### src/rtl/uxa_ps2_rxq.sv
// PS/2 receive queue: sequences deserializer frames into a circular FIFO and
// presents first-word-fall-through data, with full/almost-full and sticky overrun.
module uxa_ps2_rxq #(
  parameter int DATA_W     = 8,
  parameter int DEPTH_LOG2 = 4,
  parameter int AFULL_LVL  = 12
) (
  input  logic                  sys_clk_i,
  input  logic                  sys_reset_i,
  input  logic                  frame_i,
  input  logic [DATA_W-1:0]     dat_i,
  output logic                  deser_reset_o,
  output logic                  we_o,
  output logic                  ptr_inc_o,
  input  logic                  rd_i,
  output logic [DATA_W-1:0]     dat_o,
  output logic                  empty_o,
  output logic                  full_o,
  output logic                  afull_o,
  output logic [DEPTH_LOG2:0]   count_o,
  output logic                  overrun_o,
  input  logic                  ovr_clr_i
);
  localparam int DEPTH = 1 << DEPTH_LOG2;
  localparam int PW    = DEPTH_LOG2 + 1;

  typedef enum logic [1:0] {IDLE, WRITE, BUMP} state_t;

  state_t            state, state_nxt;
  logic [PW-1:0]     wr_ptr, rd_ptr;
  logic              drop;
  logic [DATA_W-1:0] mem [DEPTH];
  logic              pop;

  always_comb begin
    state_nxt     = state;
    we_o          = 1'b0;
    deser_reset_o = 1'b0;
    ptr_inc_o     = 1'b0;
    case (state)
      IDLE:    if (frame_i) state_nxt = WRITE;
      WRITE: begin
        we_o      = ~full_o;
        state_nxt = BUMP;
      end
      BUMP: begin
        deser_reset_o = 1'b1;
        ptr_inc_o     = ~drop;
        state_nxt     = IDLE;
      end
      default: state_nxt = IDLE;
    endcase
  end

  assign empty_o = (wr_ptr == rd_ptr);
  assign full_o  = (wr_ptr[PW-2:0] == rd_ptr[PW-2:0]) && (wr_ptr[PW-1] != rd_ptr[PW-1]);
  assign count_o = wr_ptr - rd_ptr;
  assign afull_o = (count_o >= PW'(AFULL_LVL));
  assign pop     = rd_i && !empty_o;
  assign dat_o   = mem[rd_ptr[PW-2:0]];

  always_ff @(posedge sys_clk_i) begin
    if (sys_reset_i) begin
      state     <= IDLE;
      wr_ptr    <= '0;
      rd_ptr    <= '0;
      drop      <= 1'b0;
      overrun_o <= 1'b0;
    end else begin
      state <= state_nxt;
      if (state == WRITE) drop <= full_o;
      if (ptr_inc_o) wr_ptr <= wr_ptr + 1'b1;
      if (pop) rd_ptr <= rd_ptr + 1'b1;
      // a drop in BUMP wins over a same-cycle clear
      if (state == BUMP && drop) overrun_o <= 1'b1;
      else if (ovr_clr_i)        overrun_o <= 1'b0;
    end
  end

  // storage is never reset; a write aborted by reset is simply not committed
  always_ff @(posedge sys_clk_i) begin
    if (we_o && !sys_reset_i) mem[wr_ptr[PW-2:0]] <= dat_i;
  end
endmodule
### config.mk
export PLATFORM = sky130hd
export DESIGN_NAME = uxa_ps2_rxq
export DESIGN_NICKNAME = d
export VERILOG_FILES = /design/src/rtl/uxa_ps2_rxq.sv
export SDC_FILE = /design/constraint.sdc
export NUM_CORES = 1
export LEC_CHECK = 0
export BUFFER_PORTS_ARGS = -buffer_cell sky130_fd_sc_hd__buf_4
export CAP_MARGIN = 15
export CORE_ASPECT_RATIO = 0.5
export CORE_UTILIZATION = 63
export CTS_BUF_LIST = sky130_fd_sc_hd__clkbuf_8
export CTS_CLUSTER_DIAMETER = 50
export DETAILED_ROUTE_END_ITERATION = 10
export PLACE_DENSITY = 0.82
export REMOVE_ABC_BUFFERS = 1
export SLEW_MARGIN = 20
export SYNTH_ARGS = -nofsm -noshare
export SYNTH_HDL_FRONTEND = slang
export SYNTH_SLANG_ARGS = --single-unit
### constraint.sdc
create_clock -name sys_clk_i -period 3.1 [get_ports sys_clk_i]
set_input_delay 0.93 -clock sys_clk_i [delete_from_list [all_inputs] [get_ports sys_clk_i]]
set_output_delay 0.93 -clock sys_clk_i [all_outputs]
set_load 0.005 [all_outputs]
Word-level counts from Yosys, hierarchy flattened
Memory sizes are Yosys's and may differ from the RTL's. A register that Yosys moved wholly into a read port is not among the register bits.
Index checks and enable logic that the tools add are counted.
{"block": "classes", "n_reduce_logical": 8, "n_bitwise": 2, "order_cmp": 1, "eq_ne": 6, "add_sub_neg": 3, "mux": 11}
{"operator": "5-bit by 1-bit adder with 5-bit output (second input constant)", "count": 2}
{"operator": "4-bit two-way mux", "count": 2}
{"operator": "1-bit two-way mux", "count": 7}
{"operator": "5-bit equality test", "count": 1}
{"operator": "5-bit by 4-bit greater-or-equal comparator with 1-bit output (second input constant)", "count": 1}
{"operator": "5-bit subtractor", "count": 1}
{"operator": "4-bit equality test", "count": 1}
{"operator": "1-bit logical AND", "count": 4}
{"operator": "2-bit case mux with 2 select lines", "count": 1}
{"operator": "2-bit by 1-bit equality test with 1-bit output (second input constant)", "count": 1}
{"operator": "2-bit equality test (second input constant)", "count": 1}
{"operator": "1-bit logical NOT", "count": 2}
{"operator": "2-bit logical NOT", "count": 1}
{"operator": "2-bit two-way mux", "count": 1}
{"operator": "2-bit inequality test (second input constant)", "count": 1}
{"operator": "1-bit NOT", "count": 2}
{"operator": "2-bit nonzero test", "count": 1}
{"operator": "1-bit inequality test", "count": 1}
{"block": "word_totals", "mem_bits_rw": 128, "output_inout_bits": 20, "inputBits": 13, "n_memories": 1, "reg_bits": 14, "wordCells": 37}
{"memory": "mem", "depth": 16, "word_bits": 8, "rd": 1, "rd_clocked_by_memory_dff": 1, "wr": 1, "line_no": "32", "source": "logic [DATA_W-1:0] mem [DEPTH];"}

Longest topological paths before layout
Gate-level depths: netlist of run 1.
{"block": "depth", "depth_word": 7, "mapped_depth": 8, "mapped_depth_nobuf": 8}

Least setup slack after synthesis of run 1
OpenSTA, ideal clock, no wires.
{"block": "synth_timing", "path_type": "register to output", "start": "reg wr_ptr[0]", "end": "out afull_o", "path_stages_with_launch": 9, "arrival_time_ps": 1678, "setup_slack_ps": 492, "path_cell_list": "dfxtp_1 inv_1 ha_1 inv_1 fa_1 a21o_1 a21oi_1 xnor2_1 a31o_2"}
{"block": "synth_via", "elab_chain_cells": 2}
{"element": "start, declared", "line_no": "30", "source": "logic [PW-1:0] wr_ptr, rd_ptr;"}
{"element": "start signal, assigned", "line_no": "72", "source": "if (ptr_inc_o) wr_ptr <= wr_ptr + 1'b1;"}
{"element": "5-bit subtractor", "line_no": "57", "source": "assign count_o = wr_ptr - rd_ptr;"}
{"element": "via count_o[4]", "line_no": "20", "source": "output logic [DEPTH_LOG2:0] count_o,"}
{"element": "5-bit by 4-bit greater-or-equal comparator with 1-bit output", "line_no": "58", "source": "assign afull_o = (count_o >= PW'(AFULL_LVL));"}
{"element": "end, declared", "line_no": "19", "source": "output logic afull_o,"}
The timed path passes the listed nets, and every way through them passes these cells.

Worst setup path in the final report of run 1
{"block": "layout_timing", "start": "reg wr_ptr[0]", "end": "out afull_o"}
{"block": "layout_via", "elab_chain_cells": 2}
{"element": "5-bit subtractor", "line_no": "57"}
{"element": "5-bit by 4-bit greater-or-equal comparator with 1-bit output", "line_no": "58"}
Every way passes these cells.

==> results of run 1 <==
through the flow:
stage	hold slack (ns)	std cells	TNS, ns	area (µm²)	setup slack, ns
after global placement	0.462	457	0	6190	0.298
final	0.494	493	0	6740	0.0186
after global routing	0.522	493	-0.0597	6740	-0.0597
after CTS	0.492	490	-0.0413	6620	-0.0413
after floorplan	0.437	304	-1.42	5750	-0.180
after detailed placement	0.479	457	0	6190	0.274
timing repair:
item	CTS	global route
cloned	1	1
pin swaps	0	2
hold endpoints to repair	0	0
gates resized for setup	9	19
buffers inserted	0	2
endpoints found under the setup margin	8	10
cell type report:
type	instances	area, µm²	share of cell area [%]
Clock buffer	22	303	4.49
Sequential cell	146	4220	62.6
Inverter	7	28.8	0.427
Multi-Input combinational cell	151	1600	23.8
Tap cell	117	146	2.17
Timing Repair Buffer	40	370	5.50
Clock inverter	10	70.1	1.04
sequential cells by signal, indices dropped and copies added, names as in the netlist, named ones only:
signal and flops:
drop 1, mem 128, wr_ptr 5, overrun_o 1, state 2, rd_ptr 5
kinds of logic (layout without fill, tap and decap cells):
logic type	after synthesis	after routing
adders and majority gates	10	10
and+or+nand+nor	67	67
muxes	33	33
xor gates and xnor gates	11	11
AOI/OAI and AO/OA	30	30
buffers and inverters	19	79
DFF	146	146
cell usage after synthesis, types with 5 or more instances:
master and count:
a22oi_1 16, xor2_1 6, nand2_1 10, xnor2_1 5, inv_1 7, nor2_1 18, dfxtp_1 18, edfxtp_1 128
nor2b_1 5, mux4_2 32, ha_1 9, a21oi_1 6, and2_1 18
path summary, 6_finish.rpt:
| check | end | from | depth (start not counted) |
|---|---|---|---|
| worst max register to register | mem[10][7]$_DFFE_PP_ | wr_ptr[2]$_SDFFE_PP0P_ | 6 |
| worst min-delay path | state[0]$_SDFFE_PP0P_ | state[1]$_SDFFE_PP0P_ | 1 |
| worst max-delay path | afull_o | wr_ptr[0]$_SDFFE_PP0P_ | 9 |
| worst min register to register | state[0]$_SDFFE_PP0P_ | state[1]$_SDFFE_PP0P_ | 1 |
layer usage:
| layer | share of wire [%] | track usage (%) | vias to the layer above |
|---|---|---|---|
| met2 | 50 | 42.0 | 158 |
| met3 | 9.2 | 10.2 | 13 |
| met4 | 1.1 | 8.82 | 0 |
| li1 | - | - | 1340 |
| met1 | 40 | 37.0 | 1578 |
| met5 | 0 | 0 | - |
worst max-delay path, cell delays in order, from the launching register on:
cell     delay [ns]
dfxtp_4        0.37
inv_4          0.07
ha_4           0.13
inv_2          0.03
fa_2           0.34
a21o_1         0.18
a21oi_2        0.16
xnor2_2        0.09
a31o_2         0.24
buf_6          0.11
where the power goes:
group          internal (W)  switching, W  total (W)
combinational      0.000152      0.000132   0.000284
clock              0.000722      0.000657    0.00138
sequential          0.00214     0.0000131    0.00216
total               0.00302      0.000802    0.00382
==> results by group, run 1 <==
Timing
  • Setup Skew: 0.0212 ns
  • Worst-Margin Slew: 0.868 ns
  • Worst slew margin: 41.9%
  • Final setup violation count: 0
  • Max Slew Vio Count: 0
  • Fmax: 325 MHz
  • Final hold vios: 0
  • RSZ-0062 raised after global routing: yes
  • Fin crit share: 99.4%
  • Fin crit period: 3.08 ns

Critical path
  • R2r setup slk: 0.51 ns
  • Worst EP required: 2.17 ns
  • Startpoint Class: flop
  • Crit Path Max Fanout: 5
  • Arrival time of the worst setup path: 2.15 ns
  • Crit path kind: reg -> out
  • CP endpoint kind: output port

Die
  • Initial core utilization: 65.9%
  • FP Rows: 24
  • Die X: 138 µm
  • IO Pins: 33
  • Die span in y: 69.9 µm
  • Core footprint: 0.00883 mm²
  • Die area: 0.00964 mm²

Finish
  • Final core utilization: 76.3%
  • Fraction of layout instances using a drive strength above 1: 32.4%
  • N_diodes: 0
  • Layout fillers: 487
  • Commonest non-fill, non-tap cell in the layout: edfxtp_1
  • Most frequent cells in the layout: 128 x edfxtp_1, 34 x buf_4, 32 x mux4_2, 22 x clkbuf_8
  • # nets final: 386
  • Area delta synth->final: 15.8%

Run
  • Max Cap Viol: 0

Min path
  • Hold Crit Class: reg -> reg

Global route
  • Total track usage: 27.5%
  • Largest net degree at the start of global routing: 33
  • Grt ovf: 0
  • Initial antenna violation count: 1
  • First-pass GRT wire length: 17900 µm
  • Vias in the first global route: 3142

Power
  • Total Power: 0.00382 W
  • VDD IR max: 0.000309 V
  • Power per cell area: 567 mW/mm²
  • Leak: 2.24 nW

Routing
  • Final antenna-violating net count: 0
  • Vias/cell: 6.27
  • DRT Wirelength: 12100 µm
  • Drt pass-1 iters: 5
  • DRC: 0
  • 1st-iter DRT viols: 321
  • Average wire per standard cell: 24.5 µm
  • Vias: 3089

Synth
  • Yosys top cell area share: 66.1%
  • Synthesized area per cell: 18.4 µm²
  • Distinct cells, synth: 35
  • Post-synthesis sequential area ratio: 72.3%
  • Flops & latches, synth: 146
  • Top_reg_cell synth: edfxtp_1
  • Mapped Area: 0.00582 mm²
  • Compound-gate portion of the synthesized area: 3.46%
  • Post-Synth Simple-Gate Area: 6.19%
  • YS warnings: 0
  • Synth Area in XOR/XNOR: 1.66%
  • Synth area leaders: edfxtp_1 66%, mux4_2 12%, dfxtp_1 6.2%
  • Ys async rst share: 0%
  • Largest family of logic cells by synthesized area: multiplexers
  • Synth Area in Adders: 2.28%
  • Mux contribution to synthesized area: 12.6%
  • Number of flops mapped to enable cells by yosys: 128
  • Area leader, netlist: edfxtp_1
  • Synthesized instance count: 316

CTS
  • H-tree levels: 4
  • Worst-path clk slew: 0.07 ns
  • CTS Root Cell: clkbuf_8
  • Clock sinks: 146
  • CTS Buf Count: 17
  • Clock Tree Buf Depth: 2
  • Clk_lat worst skew: 0.44 ns
  • CTS tree: built
  • Hold buffers post-CTS: 0

Status
  • Status: finished, final reports clean

Place
  • Detailed placement HPWL: 7880 µm
  • PortBufs: 32
  • GP Congestion: 0.843
(Power assumes the default switching activity.)
==> run 2: changes to the inputs <==
- CAP_MARGIN: 15 -> unset
- CORE_UTILIZATION: 63 -> 60
- CTS_BUF_LIST: sky130_fd_sc_hd__clkbuf_8 -> unset
- PLACE_DENSITY: 0.82 -> 0.79
==> results by group, run 2 (synthesis gave the netlist of run 1 again) <==
Power
  • Part of the power in registers: 46.0%
  • Combinational group share of total power: 6.3%
  • Int Power: 0.00374 W
  • Sw Ratio: 20.2%
  • VDD IR max: 0.000556 V
  • Switching power total: 0.000947 W
  • Power per cell area: 665 mW/mm²
  • Leak: 2.36 nW
  • Clock Power Share: 47.8%

Routing
  • Metal3 WL: 1210 µm
  • DRC: 0
  • Vias: 3142
  • Average wire per standard cell: 24.1 µm
  • 1st-iter DRT viols: 381
  • Met2 WL: 5960 µm
  • Vias/cell: 6.15
  • Drt pass-1 iters: 5
  • Metal-1 WL: 4970 µm
  • DRT Wirelength: 12300 µm
  • Final antenna-violating net count: 0
  • Highest metal used: met4

Finish
  • # nets final: 391
  • Layout fillers: 486
  • Commonest non-fill, non-tap cell in the layout: edfxtp_1
  • Reg area: 0.00422 mm²
  • Max FFs per register: 128
  • Fraction of layout instances using a drive strength above 1: 33.1%
  • Final core utilization: 78.1%
  • Area delta synth->final: 21.3%
  • Final Instance Count excl. Fillers: 511
  • Most frequent cells in the layout: 128 x edfxtp_1, 39 x buf_4, 32 x mux4_2, 18 x and2_1, 18 x nor2_1
  • Multi-input gate area: 0.00158 mm²
  • N_diodes: 0

Global route
  • Total track usage: 27.1%
  • Largest net degree at the start of global routing: 33
  • Vias in the first global route: 3182
  • First-pass GRT wire length: 18600 µm
  • Grt ovf: 0
  • Initial antenna violation count: 0

Timing
  • RSZ-0062 raised after global routing: yes
  • Final setup violation count: 0
  • Setup Skew: 0.00551 ns
  • Worst slew margin: 51.6%
  • Worst-Margin Slew: 0.725 ns
  • Max Slew Vio Count: 0
  • Fmax: 326 MHz
  • Final hold vios: 0
  • Fin crit share: 99.1%
  • Fin crit period: 3.07 ns

CTS
  • CTS Buf Count: 17
  • Hold buffers post-CTS: 0
  • Worst-path clk slew: 0.06 ns
  • Clock sinks: 146
  • Clock Tree Buf Depth: 2
  • CTS Root Cell: clkbuf_16
  • Clk_lat worst skew: 0.41 ns
  • CTS tree: built
  • H-tree levels: 4

Run
  • Max Cap Viol: 0

Critical path
  • Worst EP required: 2.17 ns
  • Crit-path slowest cell: dfxtp_1
  • CP cell instances: ha_1 > o21a_1 > or3_1 > a31o_2 > buf_6
  • R2r setup slk: 0.46 ns
  • FF-to-FF path depth: 6
  • Crit path kind: reg -> out
  • R2r endpoint: mem[10][0]$_DFFE_PP_
  • Arrival time of the worst setup path: 2.14 ns
  • FF-to-FF Start: wr_ptr[2]$_SDFFE_PP0P_
  • Crit Path Max Fanout: 8
  • Startpoint Class: flop
  • CP endpoint kind: output port
  • CP max stage delay: 0.55 ns

Min path
  • Hold Path Depth: 1
  • Hold Startpoint: state[1]$_SDFFE_PP0P_
  • Hold Crit Class: reg -> reg
  • Hold EP: state[0]$_SDFFE_PP0P_

Place
  • Placed cells: 471
  • Detailed placement HPWL: 7330 µm
  • GP Congestion: 0.864
  • PortBufs: 32

Die
  • Die X: 141 µm
  • Core footprint: 0.00904 mm²
  • Initial core utilization: 64.4%
  • Die span in y: 71.6 µm
  • Die area: 0.0101 mm²
  • IO Pins: 33
  • FP Rows: 24

Status
  • Status: finished, final reports clean
==> run 2: changes by cell type in the layout (fill, tap and decap cells not counted), moves of 3 or more <==
cell,change
a22oi_1,+5
clkbuf_16,+16
clkinvlp_4,+4
buf_4,+5
inv_6,+3
bufinv_16,+4
a22oi_2,-5
clkbuf_8,-22
inv_1,-5
==> run 2: repair_timing <==
item                       4_1_cts  5_1_grt
buffers inserted                 4        3
cloned                           1        0
pin swaps                        3        4
setup endpoints to repair        4        4
resized for setup               16        3
==> run 2: power groups by stage <==
stage	clock network [W]	logic, W	registers (W)
after detailed placement	0	0.000250	0.00220
after global placement	0	0.000243	0.00220
after floorplan	0	0.000114	0.00221
after CTS	0.00226	0.000284	0.00216
after global routing	0.00233	0.000316	0.00216
final	0.00224	0.000294	0.00216
==> run 2: final cells by class <==
type | count | share of cell area [%]
clock buffer | 17 | 6.03
clock inverter | 15 | 3.28
inverter | 7 | 0.408
multi-input combinational | 151 | 22.3
sequential | 146 | 59.7
tap | 130 | 2.31
timing repair buffer | 45 | 5.91
==> run 2: per-layer routing <==
metal	global-route usage, %	up-vias
met1	35.6	1555
met3	8.16	19
li1	-	1363
met2	43.2	205
met5	0	-
met4	11.1	0
==> run 2: worst max-delay path by stage <==
| stage | startpoint | to | slack, ns | cells past startpoint |
|---|---|---|---|---|
| after detailed placement | sys_reset_i | mem[9][3]$_DFFE_PP_ | 0.24 | 6 |
| after CTS | wr_ptr[0]$_SDFFE_PP0P_ | afull_o | 0.01 | 9 |
| after floorplan | flop | dat_o[0] | -0.18 | 3 |
| after global routing | wr_ptr[0]$_SDFFE_PP0P_ | afull_o | -0.02 | 9 |
| final | wr_ptr[2]$_SDFFE_PP0P_ | afull_o | 0.03 | 5 |
| after global placement | wr_ptr[0]$_SDFFE_PP0P_ | afull_o | 0.34 | 9 |
==> run 2: worst max-delay path: cells and delay by family, from the launching register on <==
| kind | cells | cell delay [ns] |
|---|---|---|
| compound gates | 2 | 0.39 |
| fa+ha+maj | 1 | 0.36 |
| buf+inv | 1 | 0.11 |
| flops | 1 | 0.55 |
| simple gates | 1 | 0.32 |
==> run 2: metrics by stage <==
stage / total power, W / TNS (ns) / hold slack (ns) / instance area (µm²) / worst slack (ns)
after floorplan: 0.00233 / -1.42 / 0.437 / 5750 / -0.180
after global placement: 0.00244 / 0 / 0.468 / 6230 / 0.339
after detailed placement: 0.00245 / 0 / 0.482 / 6230 / 0.244
after CTS: 0.00470 / 0 / 0.503 / 7020 / 0.0101
after global routing: 0.00480 / -0.0182 / 0.524 / 7060 / -0.0182
final: 0.00469 / 0 / 0.505 / 7060 / 0.0290
